[config.mk]
export PLATFORM = sky130hd
export DESIGN_NAME = si5341_cfg_seq_flat
export DESIGN_NICKNAME = d
export VERILOG_FILES = /design/src/rtl/si5341_cfg_pkg.sv /design/src/rtl/si5341_cfg_seq_if.sv /design/src/rtl/si5341_cfg_seq_wr3.sv /design/src/rtl/si5341_cfg_seq.sv /design/src/flat_wrapper.sv
export SDC_FILE = /design/constraint.sdc
export NUM_CORES = 1
export LEC_CHECK = 0
export ABC_AREA = 1
export ABC_CLOCK_PERIOD_IN_PS = 4000
export CAP_MARGIN = 15
export CORE_UTILIZATION = 35
export CTS_CLUSTER_DIAMETER = 50
export DETAILED_ROUTE_END_ITERATION = 8
export GPL_ROUTABILITY_DRIVEN = 0
export PLACE_DENSITY = 0.5
export SLEW_MARGIN = 5
export SYNTH_ARGS = -nofsm -noshare
export SYNTH_HDL_FRONTEND = slang
export SYNTH_HIERARCHICAL = 1
export SYNTH_SLANG_ARGS = --single-unit
[constraint.sdc]
create_clock -name clk -period 4 [get_ports clk]
set_input_delay 0.8 -clock clk [delete_from_list [all_inputs] [get_ports clk]]
set_output_delay 0.8 -clock clk [all_outputs]
set_load 0.005 [all_outputs]
[src/rtl/si5341_cfg_pkg.sv]
// si5341_cfg_pkg: shared definitions for the Si5341 configuration sequencer.
//   state_e     one-hot sequencer states
//   PAGE_REG    Si5341 page-select register address
//   DELAY_MARK  page value that marks a timed-delay table entry
//   *_MSB/_LSB  field positions inside a 24-bit table entry {page, reg, data}
//   cnt_width   width of a counter able to reach max(a, b) without wrapping
package si5341_cfg_pkg;

  typedef enum logic [8:0] {
    ST_IDLE   = 9'b0_0000_0001,
    ST_FETCH  = 9'b0_0000_0010,
    ST_DECODE = 9'b0_0000_0100,
    ST_XFER   = 9'b0_0000_1000,
    ST_GAP    = 9'b0_0001_0000,
    ST_DELAY  = 9'b0_0010_0000,
    ST_NEXT   = 9'b0_0100_0000,
    ST_DONE   = 9'b0_1000_0000,
    ST_ERR    = 9'b1_0000_0000
  } state_e;

  localparam logic [7:0] PAGE_REG   = 8'h01;
  localparam logic [7:0] DELAY_MARK = 8'hFF;

  localparam int unsigned PAGE_MSB = 23;
  localparam int unsigned PAGE_LSB = 16;
  localparam int unsigned REG_MSB  = 15;
  localparam int unsigned REG_LSB  = 8;
  localparam int unsigned DATA_MSB = 7;
  localparam int unsigned DATA_LSB = 0;

  function automatic int unsigned cnt_width(input int unsigned a, input int unsigned b);
    return $clog2((a > b) ? a : b) + 1;
  endfunction

endpackage

[src/rtl/si5341_cfg_seq_if.sv]
// si5341_cfg_seq_if: byte-write handshake towards i2c_ctrl.
//   wr_req   held high by the master for a whole 3-byte transaction
//   wr_data  byte currently presented to i2c_ctrl
//   wr_done  one-cycle pulse from i2c_ctrl per accepted byte
interface si5341_cfg_seq_if;
  logic       wr_req;
  logic [7:0] wr_data;
  logic       wr_done;

  modport master (output wr_req, output wr_data, input wr_done);
  modport slave  (input wr_req, input wr_data, output wr_done);
endinterface

[src/rtl/si5341_cfg_seq_wr3.sv]
// i2c_wr3_seq: issues one {dev, reg, data} write through the i2c_ctrl handshake.
//   clk, rst_n       clock, asynchronous active-low reset
//   go_i             starts a transaction (ignored while one is in progress)
//   dev_i/reg_i/data_i  the three bytes, captured on go_i
//   bus              handshake master (wr_req, wr_data out; wr_done in)
//   xfer_done_o      combinational, high in the cycle the 3rd wr_done is taken
//   xfer_timeout_o   combinational, high in the cycle the byte timeout fires
module i2c_wr3_seq #(
  parameter int unsigned TIMEOUT_CYC = 100_000,
  parameter int unsigned CW          = 25
) (
  input  logic                    clk,
  input  logic                    rst_n,
  input  logic                    go_i,
  input  logic [7:0]              dev_i,
  input  logic [7:0]              reg_i,
  input  logic [7:0]              data_i,
  si5341_cfg_seq_if.master        bus,
  output logic                    xfer_done_o,
  output logic                    xfer_timeout_o
);

  logic          busy_q, busy_d;
  logic [1:0]    idx_q, idx_d;
  logic [7:0]    wdat_q, wdat_d;
  logic [7:0]    reg_q, reg_d;
  logic [7:0]    dat_q, dat_d;
  logic [CW-1:0] tcnt_q, tcnt_d;

  always_comb begin
    busy_d         = busy_q;
    idx_d          = idx_q;
    wdat_d         = wdat_q;
    reg_d          = reg_q;
    dat_d          = dat_q;
    tcnt_d         = tcnt_q;
    xfer_done_o    = 1'b0;
    xfer_timeout_o = 1'b0;
    if (!busy_q) begin
      if (go_i) begin
        busy_d = 1'b1;
        idx_d  = '0;
        wdat_d = dev_i;
        reg_d  = reg_i;
        dat_d  = data_i;
        tcnt_d = '0;
      end
    end else if (bus.wr_done) begin
      // An acknowledge in the same cycle as the timeout still counts.
      tcnt_d = '0;
      if (idx_q == 2'd2) begin
        busy_d      = 1'b0;
        idx_d       = '0;
        xfer_done_o = 1'b1;
      end else begin
        idx_d  = idx_q + 2'd1;
        wdat_d = (idx_q == 2'd0) ? reg_q : dat_q;
      end
    end else if (tcnt_q == CW'(TIMEOUT_CYC)) begin
      busy_d         = 1'b0;
      idx_d          = '0;
      xfer_timeout_o = 1'b1;
    end else begin
      tcnt_d = tcnt_q + 1'b1;
    end
  end

  always_ff @(posedge clk or negedge rst_n) begin
    if (!rst_n) begin
      busy_q <= 1'b0;
      idx_q  <= '0;
      wdat_q <= '0;
      reg_q  <= '0;
      dat_q  <= '0;
      tcnt_q <= '0;
    end else begin
      busy_q <= busy_d;
      idx_q  <= idx_d;
      wdat_q <= wdat_d;
      reg_q  <= reg_d;
      dat_q  <= dat_d;
      tcnt_q <= tcnt_d;
    end
  end

  assign bus.wr_req  = busy_q;
  assign bus.wr_data = wdat_q;

endmodule

[src/rtl/si5341_cfg_seq.sv]
// si5341_cfg_seq: walks a register table and writes it to the Si5341A via i2c_ctrl,
// inserting page-select writes on page changes and honouring delay entries.
//   clk, rst_n   clock, asynchronous active-low reset
//   start        one-cycle pulse; accepted only in IDLE/DONE/ERR
//   rom_addr     table index; rom_data {page, reg, data} one cycle later
//   i2c          handshake master towards i2c_ctrl
//   cfg_busy     high while sequencing
//   cfg_done     high after the last entry is written, until the next start
//   cfg_err      high after a byte timeout, until the next start
//   cfg_idx      entry currently being processed
module si5341_cfg_seq
  import si5341_cfg_pkg::*;
#(
  parameter logic [7:0]  DEV_ADDR    = 8'hE8,
  parameter int unsigned ROM_AW      = 9,
  parameter int unsigned NUM_ENTRIES = 400,
  parameter int unsigned DELAY_CYC   = 15_000_000,
  parameter int unsigned GAP_CYC     = 200,
  parameter int unsigned TIMEOUT_CYC = 100_000
) (
  input  logic              clk,
  input  logic              rst_n,
  input  logic              start,
  output logic [ROM_AW-1:0] rom_addr,
  input  logic [23:0]       rom_data,
  si5341_cfg_seq_if.master  i2c,
  output logic              cfg_busy,
  output logic              cfg_done,
  output logic              cfg_err,
  output logic [ROM_AW-1:0] cfg_idx
);

  localparam int unsigned CW = cnt_width(DELAY_CYC, TIMEOUT_CYC);

  state_e            state_q, state_d;
  logic [ROM_AW-1:0] idx_q, idx_d;
  logic [23:0]       entry_q, entry_d;
  logic [7:0]        cur_page_q, cur_page_d;
  logic              page_valid_q, page_valid_d;
  logic              is_page_q, is_page_d;
  logic              fetch_ph_q, fetch_ph_d;
  logic [CW-1:0]     cnt_q, cnt_d;

  logic       go;
  logic [7:0] x_reg, x_data;
  logic       xfer_done, xfer_timeout;

  logic [7:0] ent_page, ent_reg, ent_data;
  assign ent_page = entry_q[PAGE_MSB:PAGE_LSB];
  assign ent_reg  = entry_q[REG_MSB:REG_LSB];
  assign ent_data = entry_q[DATA_MSB:DATA_LSB];

  always_comb begin
    state_d      = state_q;
    idx_d        = idx_q;
    entry_d      = entry_q;
    cur_page_d   = cur_page_q;
    page_valid_d = page_valid_q;
    is_page_d    = is_page_q;
    fetch_ph_d   = fetch_ph_q;
    cnt_d        = cnt_q;
    go           = 1'b0;
    x_reg        = ent_reg;
    x_data       = ent_data;
    unique case (state_q)
      ST_IDLE, ST_DONE, ST_ERR: begin
        if (start) begin
          idx_d        = '0;
          page_valid_d = 1'b0;
          fetch_ph_d   = 1'b0;
          state_d      = ST_FETCH;
        end
      end
      ST_FETCH: begin
        // The ROM registers the new address at the end of the first FETCH
        // cycle, so the entry is captured at the end of the second.
        if (!fetch_ph_q) begin
          fetch_ph_d = 1'b1;
        end else begin
          fetch_ph_d = 1'b0;
          entry_d    = rom_data;
          state_d    = ST_DECODE;
        end
      end
      ST_DECODE: begin
        if (ent_page == DELAY_MARK) begin
          cnt_d   = '0;
          state_d = ST_DELAY;
        end else begin
          go      = 1'b1;
          state_d = ST_XFER;
          if (!page_valid_q || (ent_page != cur_page_q)) begin
            is_page_d = 1'b1;
            x_reg     = PAGE_REG;
            x_data    = ent_page;
          end else begin
            is_page_d = 1'b0;
          end
        end
      end
      ST_XFER: begin
        if (xfer_timeout) begin
          state_d = ST_ERR;
        end else if (xfer_done) begin
          cnt_d   = '0;
          state_d = ST_GAP;
        end
      end
      ST_GAP: begin
        if (cnt_q == CW'(GAP_CYC - 1)) begin
          if (is_page_q) begin
            // Same entry is decoded again and now takes the register path.
            cur_page_d   = ent_page;
            page_valid_d = 1'b1;
            state_d      = ST_DECODE;
          end else begin
            state_d = ST_NEXT;
          end
        end else begin
          cnt_d = cnt_q + 1'b1;
        end
      end
      ST_DELAY: begin
        if (cnt_q == CW'(DELAY_CYC - 1)) begin
          state_d = ST_NEXT;
        end else begin
          cnt_d = cnt_q + 1'b1;
        end
      end
      ST_NEXT: begin
        if (idx_q == ROM_AW'(NUM_ENTRIES - 1)) begin
          state_d = ST_DONE;
        end else begin
          idx_d   = idx_q + 1'b1;
          state_d = ST_FETCH;
        end
      end
      default: state_d = ST_IDLE;
    endcase
  end

  always_ff @(posedge clk or negedge rst_n) begin
    if (!rst_n) begin
      state_q      <= ST_IDLE;
      idx_q        <= '0;
      entry_q      <= '0;
      cur_page_q   <= '0;
      page_valid_q <= 1'b0;
      is_page_q    <= 1'b0;
      fetch_ph_q   <= 1'b0;
      cnt_q        <= '0;
    end else begin
      state_q      <= state_d;
      idx_q        <= idx_d;
      entry_q      <= entry_d;
      cur_page_q   <= cur_page_d;
      page_valid_q <= page_valid_d;
      is_page_q    <= is_page_d;
      fetch_ph_q   <= fetch_ph_d;
      cnt_q        <= cnt_d;
    end
  end

  i2c_wr3_seq #(
    .TIMEOUT_CYC (TIMEOUT_CYC),
    .CW          (CW)
  ) u_wr3 (
    .clk            (clk),
    .rst_n          (rst_n),
    .go_i           (go),
    .dev_i          (DEV_ADDR),
    .reg_i          (x_reg),
    .data_i         (x_data),
    .bus            (i2c),
    .xfer_done_o    (xfer_done),
    .xfer_timeout_o (xfer_timeout)
  );

  assign rom_addr = idx_q;
  assign cfg_idx  = idx_q;
  assign cfg_busy = !(state_q inside {ST_IDLE, ST_DONE, ST_ERR});
  assign cfg_done = (state_q == ST_DONE);
  assign cfg_err  = (state_q == ST_ERR);

endmodule

[src/flat_wrapper.sv]
// flat-port wrapper written by rule: the top's interface ports become plain ports
module si5341_cfg_seq_flat import si5341_cfg_pkg::*;
#(
  parameter logic [7:0]  DEV_ADDR    = 8'hE8,
  parameter int unsigned ROM_AW      = 9,
  parameter int unsigned NUM_ENTRIES = 400,
  parameter int unsigned DELAY_CYC   = 15_000_000,
  parameter int unsigned GAP_CYC     = 200,
  parameter int unsigned TIMEOUT_CYC = 100_000
)
  (clk, rst_n, start, rom_addr, rom_data, cfg_busy, cfg_done, cfg_err, cfg_idx, i2c_wr_req, i2c_wr_data, i2c_wr_done);
  si5341_cfg_seq_if i2c_i ();
  input  logic clk;
  input  logic rst_n;
  input  logic start;
  output logic [ROM_AW-1:0] rom_addr;
  input  logic [23:0] rom_data;
  output logic cfg_busy;
  output logic cfg_done;
  output logic cfg_err;
  output logic [ROM_AW-1:0] cfg_idx;
  output wire logic [$bits(i2c_i.wr_req)-1:0] i2c_wr_req;
  output wire logic [$bits(i2c_i.wr_data)-1:0] i2c_wr_data;
  input wire logic [$bits(i2c_i.wr_done)-1:0] i2c_wr_done;
  assign i2c_wr_req = i2c_i.wr_req;
  assign i2c_wr_data = i2c_i.wr_data;
  assign i2c_i.wr_done = i2c_wr_done;
  si5341_cfg_seq #(.DEV_ADDR(DEV_ADDR), .ROM_AW(ROM_AW), .NUM_ENTRIES(NUM_ENTRIES), .DELAY_CYC(DELAY_CYC), .GAP_CYC(GAP_CYC), .TIMEOUT_CYC(TIMEOUT_CYC)) u_core (.clk(clk), .rst_n(rst_n), .start(start), .rom_addr(rom_addr), .rom_data(rom_data), .i2c(i2c_i), .cfg_busy(cfg_busy), .cfg_done(cfg_done), .cfg_err(cfg_err), .cfg_idx(cfg_idx));
endmodule
# Word level (Yosys, flattened, before mapping)

Index checks and enable logic that the tools add are counted.

Eq/ne operators: 32
Reductions and logical operators: 23
Bitwise operators: 2
Multiplexer cells: 59
$add $sub $neg: 4

Operator list:

| cell                                                                     | count |
|---|---|
| 25-bit two-way mux                                                       | 9 |
| 25-bit one-hot mux with 4 select lines                                   | 1 |
| 8-bit two-way mux                                                        | 12 |
| 9-bit two-way mux                                                        | 8 |
| 9-bit one-hot mux with 7 select lines                                    | 1 |
| 25-bit by 1-bit adder with 25-bit output (second input constant)         | 2 |
| 25-bit by 17-bit == test with 1-bit output (second input constant)       | 1 |
| 25-bit by 24-bit == test with 1-bit output (second input constant)       | 1 |
| 25-bit by 8-bit == test with 1-bit output (second input constant)        | 1 |
| 9-bit == test (second input constant)                                    | 2 |
| 1-bit two-way mux                                                        | 18 |
| 9-bit one-hot mux with 2 select lines                                    | 1 |
| 2-bit inequality test (second input constant)                            | 8 |
| 2-bit AND reduction                                                      | 6 |
| 2-bit two-way mux                                                        | 5 |
| 2-bit by 1-bit inequality test with 1-bit output (second input constant) | 5 |
| 9-bit by 1-bit adder with 9-bit output (second input constant)           | 1 |
| 9-bit by 1-bit == test with 1-bit output (second input constant)         | 1 |
| 9-bit by 2-bit == test with 1-bit output (second input constant)         | 1 |
| 9-bit by 3-bit == test with 1-bit output (second input constant)         | 1 |
| 9-bit by 4-bit == test with 1-bit output (second input constant)         | 1 |
| 9-bit by 5-bit == test with 1-bit output (second input constant)         | 1 |
| 9-bit by 6-bit == test with 1-bit output (second input constant)         | 1 |
| 9-bit by 7-bit == test with 1-bit output (second input constant)         | 1 |
| 22 further kinds                                                         | 31 |

Flip-flop bits (word level): 130

# Logic depth before layout (Yosys ltp)

Gate-level depths: netlist of run 1.

Depth in word-level cells: 7
Mapped depth: 15
Mapped depth without buffers: 14

# By module

The synthesis of run 1 kept the hierarchy.

By module, submodules not included:

| module         | cells an instance | area an instance (um^2) | instances |
|---|---|---|---|
| si5341_cfg_seq | 657               | 4630.7                  | 1 |
| i2c_wr3_seq    | 455               | 3042.9                  | 1 |

# Worst setup path after synthesis of run 1

Ideal clock, no wire load.

Kind: input -> register
Start: in i2c_wr_done
End: reg u_core.cnt_q[18]
Stages on the path: 11
Slack: 1938 ps
Buffers on the path: 1
Data required time: 3883 ps
Arrival time: 1945 ps
Cells stage by stage: nor2_1 > inv_1 > nor2_1 > o211ai_1 > nand2_1 > clkinv_1 > nand2_2 > nor2_4 > buf_4 > nand3_1 > nand2_1

Longest elaborated chain between the ends: 4

RTL lines:

| element                                | RTL line                 | text |
|---|---|---|
| from (decl)                            | flat_wrapper.sv:24       | `input wire logic [$bits(i2c_i.wr_done)-1:0] i2c_wr_done;` |
| 1-bit two-way mux                      | si5341_cfg_seq_wr3.sv:48 | `end else if (bus.wr_done) begin` |
| 1-bit two-way mux                      | si5341_cfg_seq_wr3.sv:39 | `if (!busy_q) begin` |
| net u_core.xfer_timeout                | si5341_cfg_seq.sv:46     | `logic xfer_done, xfer_timeout;` |
| 2-bit inequality test (no source line) | -                        |  |
| 6-bit AND reduction (no source line)   | -                        |  |
| to (signal assigned)                   | si5341_cfg_seq.sv:160    | `cnt_q <= cnt_d;` |
| to (decl)                              | si5341_cfg_seq.sv:42     | `logic [CW-1:0] cnt_q, cnt_d;` |

The timed path passes the listed nets, and every way through them passes these cells.
A chain may end at the register's enable or synchronous reset.

# Worst setup path in the final report of run 1

Start: reg u_core.state_q[4]
End: out cfg_busy

Longest elaborated chain between the ends: 3

RTL lines:

| element                                                          | RTL line              | text |
|---|---|---|
| from (decl)                                                      | si5341_cfg_seq.sv:35  | `state_e state_q, state_d;` |
| from (signal assigned)                                           | si5341_cfg_seq.sv:153 | `state_q <= state_d;` |
| 9-bit by 1-bit == test with 1-bit output (tied with other cells) | si5341_cfg_seq.sv:181 | `assign cfg_busy = !(state_q inside {ST_IDLE, ST_DONE, ST_ERR});` |
| 3-bit nonzero test (*)                                           | si5341_cfg_seq.sv:181 |  |
| 1-bit zero test (*)                                              | si5341_cfg_seq.sv:181 |  |
| to (decl)                                                        | flat_wrapper.sv:18    | `output logic cfg_busy;` |

Every way passes the cells marked *; elsewhere a longest branch is shown, timed or not.

==> results of run 1 <==
-- power groups by stage --
stage	clock network, W	registers, W	logic [W]
4_1_cts	0.00166	0.00205	0.00149
6_report	0.00161	0.00205	0.00148
2_1_floorplan	0	0.00197	0.00108
3_3_place_gp	0	0.00207	0.00149
3_5_place_dp	0	0.00207	0.00149
5_1_grt	0.00171	0.00211	0.00171
-- registers in the layout, summed over array words and instances (netlist names) --
| register | count |
|---|---|
| u_core/u_wr3/tcnt_q | 25 |
| u_core/u_wr3/bus.wr_req | 1 |
| u_core/u_wr3/bus.wr_data | 8 |
| u_core/u_wr3/reg_q | 8 |
| u_core/cfg_idx | 9 |
| u_core/state_q | 9 |
| u_core/u_wr3/dat_q | 8 |
| u_core/entry_q | 24 |
| u_core/page_valid_q | 1 |
| u_core/cur_page_q | 8 |
| u_core/fetch_ph_q | 1 |
| u_core/u_wr3/idx_q | 2 |
| u_core/cnt_q | 25 |
| u_core/is_page_q | 1 |
-- worst paths after layout --
path	from	endpoint	depth (start not counted)
worst max-delay path	u_core/state_q[4]$_DFFE_PN0P_	cfg_busy	7
worst min-delay path	rst_n	u_core/u_wr3/tcnt_q[19]$_DFFE_PN0P_	1
worst max register to register	u_core/u_wr3/tcnt_q[0]$_DFFE_PN0P_	u_core/cnt_q[22]$_DFFE_PN0P_	14
worst min register to register	u_core/u_wr3/reg_q[2]$_DFFE_PN0P_	u_core/u_wr3/reg_q[2]$_DFFE_PN0P_	2
max in group asynchronous	rst_n	u_core/cnt_q[6]$_DFFE_PN0P_	2
min in group clk	u_core/u_wr3/reg_q[2]$_DFFE_PN0P_	u_core/u_wr3/reg_q[2]$_DFFE_PN0P_	2
-- placed cells by master (no fill, tap or decap), types with 3 or more instances in the layout --
master,netlist,final
o21ai_0,55,55
o211ai_1,3,3
a21oi_1,26,26
o21ai_1,15,15
nor3_1,14,14
mux2_2,8,8
nor2_2,7,7
o22ai_1,3,3
nor2_1,165,165
inv_6,0,5
ha_1,4,4
nor2_4,7,7
clkdlybuf4s50_1,0,56
xor2_1,8,8
nand3_2,5,5
nand3_1,68,68
inv_1,115,115
clkbuf_16,0,17
nand3b_1,5,5
clkinv_4,0,4
conb_1,2,8
nand2_1,386,386
buf_4,13,5
or2_2,6,6
nand4_1,25,25
nand2_2,4,4
o21bai_1,3,3
inv_2,3,3
dfrtp_1,129,129
-- through the flow --
| stage | hold slack [ps] | power (W) | cell area [um2] |
|---|---|---|---|
| after floorplan | 436.7 | 0.003051 | 7696 |
| after global placement | 449.5 | 0.003555 | 8457 |
| after detailed placement | 453.7 | 0.003559 | 8457 |
| after CTS | 468.9 | 0.005202 | 9056 |
| after global routing | 486.6 | 0.005537 | 9056 |
| final | 429.5 | 0.005144 | 9056 |
-- area by class of cell --
cell class	count	area (um2)	share of cell area (%)
multi-input cells	835	3779	41.72
clock buffers	17	425.4	4.697
well taps	275	344.1	3.799
flip-flops and latches	130	3254	35.94
clock inverters	15	173.9	1.920
repair buffers	63	629.4	6.949
inverters	120	450.4	4.974
-- per-layer routing --
metal	wire length, um	part of all wire [%]	vias to the layer above	global-route usage [%]
met5	0	0	-	0
met3	804	4.0	12	3.567
met2	8694	44	143	29.19
met1	10260	52	3187	27.21
li1	-	-	3615	-
met4	135	0.68	0	4.192
-- cell families after synthesis --
family | synth area share, %
adder cells (fa/ha/maj) | 0.6522
AO/OA/AOI/OAI | 7.729
multiplexers | 1.174
buffers and inverters | 8.642
XOR/XNOR | 1.141
other | 0.09787
AND/OR/NAND/NOR | 38.15
flip-flops | 42.41
==> results.cfg, run 1 <==
[logic_synthesis]
yosysMostFrequentCell = nand2_1
ys_types = 40
syn_inst = 1112
yosys-top-cells-count = nand2_1, nor2_1, dfrtp_1
synth_flop_cell = dfrtp_1
yosysWarnings = 6
syn_area_um2 = 7674
synth_edf_count = 0
ys_seq_elements = 130
synthTopCellsByArea = dfrtp_1, nand2_1, nor2_1
synthArstFlopShare_pct = 100.0
synth_top_cell_by_area = dfrtp_1
yosysSeqAreaShare_pct = 42.41
synth_top_cell_area_share_pct = 42.07
syn_avg_cell_area_um2 = 6.901

[detailed_routing]
vias_per_cell = 4.781
wl_per_cell_um = 13.67
vias = 6957
ant_nets = 0
drc = 0
wl_um = 19890
first_pass_iters = 6
detail_route.iter0.violations = 502

[worst_setup_path]
cp_common_cell = nor2_4
cp_top_family = simple AND/OR/NAND/NOR gates
path_cells = nor2_4 -> nand2_2 -> nor2_4 -> nand2_1 -> nand3_2 -> clkinv_1 -> clkdlybuf4s50_1
start_kind = register
arrival_ps = 2090
cp_max_fo = 6
crit_required_ps = 3200
worstSetupPathType = reg -> out
critPathCaptureType = output pin
crit_buf_inv = 2
cpMaxStageDelayCell = clkdlybuf4s50_1
critPathMaxStageDelay_ps = 450
regToRegSetupSlack_ps = 1420

[power]
intPower_w = 0.003210
combPwrFrac_pct = 28.7
power.density_nw_per_um2 = 568.0
seq_power_share_pct = 39.9
switchingPower_w = 0.001934
p_clk_share_pct = 31.4
max-vdd-ir-drop_mv = 0.2818
swShare_pct = 37.60
leakage_nw = 4.300

[placed_design]
preCtsSetupSlack_ps = 858.8
dp.cells = 1423
port_buffers = 57
place_hpwl_um = 14290

[grt]
antenna_found_initial = 0
grtUsageTotal_pct = 18.90
grt_pass1_wl_um = 33330
grt_pass1_vias = 6559
grt_max_degree = 89
grt_overflow_total = 0

[die]
rows = 53
start_util_pct = 36.05
io_pins = 58
die_h_um = 150.1
dieArea_um2 = 22520
coreArea_um2 = 21290
die_x_um = 150.1

[clocking]
insertion_delay_ps = 430
cts_buffers = 17
clock_path_buffers = 2
clkSlewWorstSetupHoldPaths_ps = 60
cts_resized = 0
cts_tree = done
htree_levels = 4
post_cts_buffers = 0
cts_root_buffer = clkbuf_16
cts_hold_buf = 0
cts_num_sinks = 130

[layout]
antenna_cells = 0
drive_above_1_share_pct = 7.034
final_cells = 1455
fin_util_pct = 42.54
finalNetCount = 1199
area_growth_pct = 18.02
fill_cells = 2195

[worst_hold_path]
worstHoldPathType = in -> async

[timing]
rsz0062_at_grt = no
hold_viol = 0
maxSlewViolCount = 0
tns_ps = 0
maxSlewHeadroom_pct = 29.97
setup_viol = 0
min_period_over_period_pct = 72.34
worst_slack_ps = 1106
min_period_ps = 2894
finalClockSkew_ps = 14.17
max_freq_mhz = 345.6
worst_pin_slew_ps = 1049

[status]
outcome = complete, no violations

[run]
cap_violations = 0
No activity file was read; power rests on OpenSTA's default activity.
==> run 2: changes to the inputs <==
--- a/config.mk
+++ b/config.mk
@@ -6,13 +6,13 @@
 export NUM_CORES = 1
 export LEC_CHECK = 0
 export ABC_AREA = 1
-export ABC_CLOCK_PERIOD_IN_PS = 4000
+export ABC_CLOCK_PERIOD_IN_PS = 2300
 export CAP_MARGIN = 15
 export CORE_UTILIZATION = 35
 export CTS_CLUSTER_DIAMETER = 50
 export DETAILED_ROUTE_END_ITERATION = 8
 export GPL_ROUTABILITY_DRIVEN = 0
-export PLACE_DENSITY = 0.5
+export PLACE_DENSITY = 0.52
 export SLEW_MARGIN = 5
 export SYNTH_ARGS = -nofsm -noshare
 export SYNTH_HDL_FRONTEND = slang
==> constraint.sdc (replaced) <==
create_clock -name clk -period 2.3 [get_ports clk]
set_input_delay 0.46 -clock clk [delete_from_list [all_inputs] [get_ports clk]]
set_output_delay 0.46 -clock clk [all_outputs]
set_load 0.005 [all_outputs]
==> results.cfg, run 2 (synthesized netlist as in run 1, its figures left out) <==
[clocking]
cts_tree = done
cts_num_sinks = 130
htree_levels = 4
clock_path_buffers = 2
clkSlewWorstSetupHoldPaths_ps = 60
cts_root_buffer = clkbuf_16
insertion_delay_ps = 430
cts_buffers = 17

[detailed_routing]
ant_nets = 0
detail_route.iter0.violations = 398
met2_length_um = 8804
first_pass_iters = 4
wl_per_cell_um = 13.28
wl_met1_um = 10430
top_layer_used = met4
drc = 0
vias_per_cell = 4.733
met3_length_um = 600
wl_um = 20000
vias = 7128

[grt]
grt_max_degree = 43
grt_pass1_vias = 6757
grtUsageTotal_pct = 18.91
grt_overflow_total = 0
grt_pass1_wl_um = 33420
antenna_found_initial = 0

[layout]
final_cell_mix = nand2_1, nor2_1, dfrtp_1
final_common_cell = nand2_1
regArea_um2 = 3256
antenna_cells = 0
multiInputGateArea_um2 = 3811
reg.largest.list = u_core/cnt_q x25, u_core/u_wr3/tcnt_q x25, u_core/entry_q x24
area_growth_pct = 23.69
fill_cells = 2231
final_cells = 1506
finalNetCount = 1250
drive_above_1_share_pct = 11.45
fin_util_pct = 44.59

[worst_setup_path]
regToRegSetupSlack_ps = 130
arrival_ps = 1760
r2r_cells = 15
r2r_start = u_core/state_q[4]$_DFFE_PN0P_
crit_buf_inv = 3
cp_max_fo = 4
crit_required_ps = 1840
cp_top_family = simple AND/OR/NAND/NOR gates
worstSetupPathType = reg -> out
path_cells = nor2_4 -> buf_4 -> nand2_4 -> nor2_1 -> nand2_1 -> nand3_2 -> inv_2 -> dlygate4sd2_1
critPathMaxStageDelay_ps = 420
cpMaxStageDelayCell = dfrtp_1
r2r-end = u_core/u_wr3/bus.wr_data[4]$_DFFE_PN0P_
start_kind = register
critPathCaptureType = output pin

[die]
dieArea_um2 = 22520
io_pins = 58
start_util_pct = 36.05
die_x_um = 150.1
coreArea_um2 = 21290
die_h_um = 150.1
rows = 53

[placed_design]
dp.cells = 1457
preCtsSetupSlack_ps = -84.32
port_buffers = 57
place_hpwl_um = 14670

[timing]
maxSlewHeadroom_pct = 62.24
max_freq_mhz = 450.4
hold_viol = 0
setup_viol = 0
worst_pin_slew_ps = 564.4
min_period_over_period_pct = 96.53
finalClockSkew_ps = 14.99
min_period_ps = 2220
maxSlewViolCount = 0
worst_slack_ps = 79.91

[power]
combPwrFrac_pct = 31.9
leakage_nw = 4.555
max-vdd-ir-drop_mv = 0.4677
seq_power_share_pct = 38.8
swShare_pct = 36.43
intPower_w = 0.005792
switchingPower_w = 0.003319
power.density_nw_per_um2 = 959.9
p_clk_share_pct = 29.3

[status]
outcome = complete, no violations

[worst_hold_path]
hold_start = u_core/u_wr3/reg_q[5]$_DFFE_PN0P_
worstHoldPathType = reg -> reg
min_path_cells = 2
hold_end = u_core/u_wr3/reg_q[5]$_DFFE_PN0P_

[run]
cap_violations = 0
-- run 2: cell types whose count changed in the layout (fill, tap and decap cells not counted), sizes merged --
cell,change
inv,-5
buf,+50
clkinvlp,+5
clkinv,-2
dlygate4sd3,+1
clkdlybuf4s50,-3
clkbuf,+2
dlygate4sd2,+3
-- run 2: what timing repair did --
item / 4_1_cts / 5_1_grt
buffers inserted: 7 / 9
resized for setup: 8 / 7
endpoints found under the setup margin: 3 / 27
hold buffers: 1 / 0
endpoints found under the hold margin: 38 / 0
pin swaps: 2 / 2
-- run 2: worst max path at each step --
| stage | start | end | slack [ps] | cells past startpoint |
|---|---|---|---|---|
| after global placement | i2c_wr_done | u_core/cnt_q[18]$_DFFE_PN0P_ | -70 | 12 |
| after floorplan | u_core/u_wr3/tcnt_q[0]$_DFFE_PN0P_ | u_core/cnt_q[18]$_DFFE_PN0P_ | 330 | 14 |
| after CTS | u_core/state_q[5]$_DFFE_PN0P_ | u_core/u_wr3/dat_q[6]$_DFFE_PN0P_ | -50 | 14 |
| after global routing | u_core/state_q[4]$_DFFE_PN0P_ | u_core/u_wr3/bus.wr_data[4]$_DFFE_PN0P_ | -9 | 15 |
| after detailed placement | i2c_wr_done | u_core/cnt_q[19]$_DFFE_PN0P_ | -80 | 12 |
| final | u_core/state_q[4]$_DFFE_PN0P_ | cfg_busy | 80 | 8 |
-- run 2: layout make-up --
class | instances | share of cell area, %
sequential | 130 | 34.30
multi-input combinational | 835 | 40.15
timing repair buffer | 114 | 11.05
tap | 275 | 3.625
clock inverter | 13 | 1.424
inverter | 120 | 4.785
clock buffer | 19 | 4.666
-- run 2: worst reg2reg max path: cells and delay by family, from the launching register on --
kind	cells	cell delay [ps]
buffers and inverters	7	710
AOI/OAI and AO/OA	3	280
DFF	1	420
and+or+nand+nor	5	640
-- run 2: per-layer routing --
metal  global-route usage, %  vias to the layer above
li1                        -                     3710
met1                   27.17                     3293
met2                   28.66                      112
met3                   3.750                       13
met4                   5.152                        0
met5                       0                        -
-- run 2: power groups by stage --
stage / Combinational, W / Sequential, W / Clock, W
6_report: 0.00291 / 0.00353 / 0.00267
3_3_place_gp: 0.00277 / 0.00356 / 0
3_5_place_dp: 0.00279 / 0.00356 / 0
4_1_cts: 0.00286 / 0.00353 / 0.00275
5_1_grt: 0.00331 / 0.00364 / 0.00285
2_1_floorplan: 0.00188 / 0.00343 / 0
-- run 2: stage by stage --
step	instance area [um2]	power (W)	setup TNS, ps	hold slack [ps]
CTS	9405	0.009141	-496.0	468.5
floorplan	7696	0.005306	0	164.4
finish	9492	0.009111	0	464.7
detailed placement	8750	0.006352	-1718	411.5
global route	9492	0.009797	-31.02	485.3
global placement	8750	0.006329	-1290	412.9
==> run 3: changes to the inputs <==
--- a/config.mk
+++ b/config.mk
@@ -13,6 +13,7 @@
 export DETAILED_ROUTE_END_ITERATION = 8
 export GPL_ROUTABILITY_DRIVEN = 0
 export PLACE_DENSITY = 0.52
+export RECOVER_POWER = 50
 export SLEW_MARGIN = 5
 export SYNTH_ARGS = -nofsm -noshare
 export SYNTH_HDL_FRONTEND = slang
==> results.cfg, run 3 (synthesized netlist as in run 1, its figures left out) <==
[detailed_routing]
first_pass_iters = 5
wl_um = 20010
detail_route.iter0.violations = 400
drc = 0
vias_per_cell = 4.738
ant_nets = 0
wl_per_cell_um = 13.28
vias = 7135

[worst_setup_path]
r2r_start = u_core/state_q[4]$_DFFE_PN0P_
start_kind = register
r2r_cells = 15
arrival_ps = 1760
critPathCaptureType = output pin
cp_max_fo = 4
crit_required_ps = 1840
regToRegSetupSlack_ps = 130
r2r-end = u_core/u_wr3/bus.wr_data[4]$_DFFE_PN0P_
worstSetupPathType = reg -> out

[power]
leakage_nw = 4.547
max-vdd-ir-drop_mv = 0.4677
power_w = 0.009107
power.density_nw_per_um2 = 961.6

[grt]
grtUsageTotal_pct = 18.91
grt_pass1_wl_um = 33420
antenna_found_initial = 0
grt_use_met3_pct = 3.750
grt.busiest_layer = met2
grt_pass1_vias = 6757
globalRouteMet2Util_pct = 28.66
grt_overflow_total = 0
use_met1_pct = 27.17
grt_max_degree = 43

[placed_design]
place_hpwl_um = 14670
port_buffers = 57

[timing]
min_period_ps = 2220
setup_viol = 0
worst_pin_slew_ps = 1133
finalClockSkew_ps = 15.00
min_period_over_period_pct = 96.54
maxSlewViolCount = 0
whs_ps = 464.5
hold_viol = 0
maxSlewHeadroom_pct = 24.48
max_freq_mhz = 450.4

[layout]
finalNetCount = 1250
final_cell_mix = nand2_1, nor2_1, dfrtp_1
area_growth_pct = 23.41
fill_cells = 2236
reg.largest.list = u_core/cnt_q x25, u_core/u_wr3/tcnt_q x25, u_core/entry_q x24
final_common_cell = nand2_1
drive_above_1_share_pct = 11.45
antenna_cells = 0

[run]
cap_violations = 0

[clocking]
cts_buffers = 17
clock_path_buffers = 2
clkSlewWorstSetupHoldPaths_ps = 60
htree_levels = 4
cts_root_buffer = clkbuf_16
cts_tree = done
cts_num_sinks = 130
insertion_delay_ps = 430

[status]
outcome = complete, no violations

[die]
dieArea_um2 = 22520
die_h_um = 150.1
coreArea_um2 = 21290
rows = 53
start_util_pct = 36.05
io_pins = 58
die_x_um = 150.1

[worst_hold_path]
hold_end = u_core/u_wr3/reg_q[5]$_DFFE_PN0P_
min_path_cells = 2
hold_start = u_core/u_wr3/reg_q[5]$_DFFE_PN0P_
worstHoldPathType = reg -> reg
## run 3: cell count changes in the layout (fill, tap and decap cells not counted), sizes merged
cell | before | now
clkbuf | 19 | 22
buf | 57 | 54
## run 3: worst max path at each step
stage	startpoint	to	slack, ps	cells past startpoint
after floorplan	u_core/u_wr3/tcnt_q[0]$_DFFE_PN0P_	u_core/cnt_q[18]$_DFFE_PN0P_	330	14
after global placement	i2c_wr_done	u_core/cnt_q[18]$_DFFE_PN0P_	-70	12
after detailed placement	i2c_wr_done	u_core/cnt_q[19]$_DFFE_PN0P_	-80	12
after CTS	u_core/state_q[5]$_DFFE_PN0P_	u_core/u_wr3/dat_q[6]$_DFFE_PN0P_	-50	14
after global routing	u_core/state_q[4]$_DFFE_PN0P_	u_core/u_wr3/bus.wr_data[4]$_DFFE_PN0P_	-9	15
final	u_core/state_q[4]$_DFFE_PN0P_	cfg_busy	80	8
## run 3: critical path, stage by stage (launching register included)
cell,delay [ps]
dfrtp_1,420
nor2_4,140
buf_4,130
nand2_4,70
nor2_1,110
nand2_1,70
nand3_2,100
inv_2,40
dlygate4sd2_1,260
## run 3: through the flow
stage | TNS (ps) | instance area (um2) | setup slack [ps] | utilization [%] | std cells
6_report | 0 | 9470 | 79.59 | 44.49 | 1506
3_5_place_dp | -1718 | 8750 | -84.32 | 41.10 | 1457
2_1_floorplan | 0 | 7696 | 331.6 | - | 1118
5_1_grt | -31.02 | 9470 | -9.293 | 44.49 | 1506
4_1_cts | -496.0 | 9405 | -49.61 | 44.18 | 1497
3_3_place_gp | -1290 | 8750 | -69.31 | 41.10 | 1457
## run 3: power breakdown
part,leakage (nW),switching (W),internal [W],total [W]
Sequential,1.71,0.000567,0.00297,0.00354
Clock,0.272,0.00105,0.00162,0.00267
Combinational,2.57,0.00170,0.00120,0.00290
## run 3: what timing repair did
item                                    in CTS  in global routing
hold endpoints to repair                    38                  0
pin swaps                                    2                  2
endpoints found under the setup margin       3                 27
gates cloned                                 0                  0
setup buffers                                7                  9
resized for setup                            8                  7
hold buffers                                 1                  0
## run 3: layout make-up
type                    count  area (um2)  area share [%]
clock buffers              19       442.9           4.677
multi-input cells         835        3811           40.24
repair buffers            114        1027           10.85
well taps                 275       344.1           3.633
flip-flops and latches    130        3256           34.38
clock inverters            13       135.1           1.427
inverters                 120       454.2           4.796
## run 3: per-layer routing
layer | share of wire (%) | up-vias
li1 | - | 3709
met1 | 52 | 3295
met2 | 44 | 118
met3 | 3.1 | 13
met4 | 0.86 | 0
met5 | 0 | -
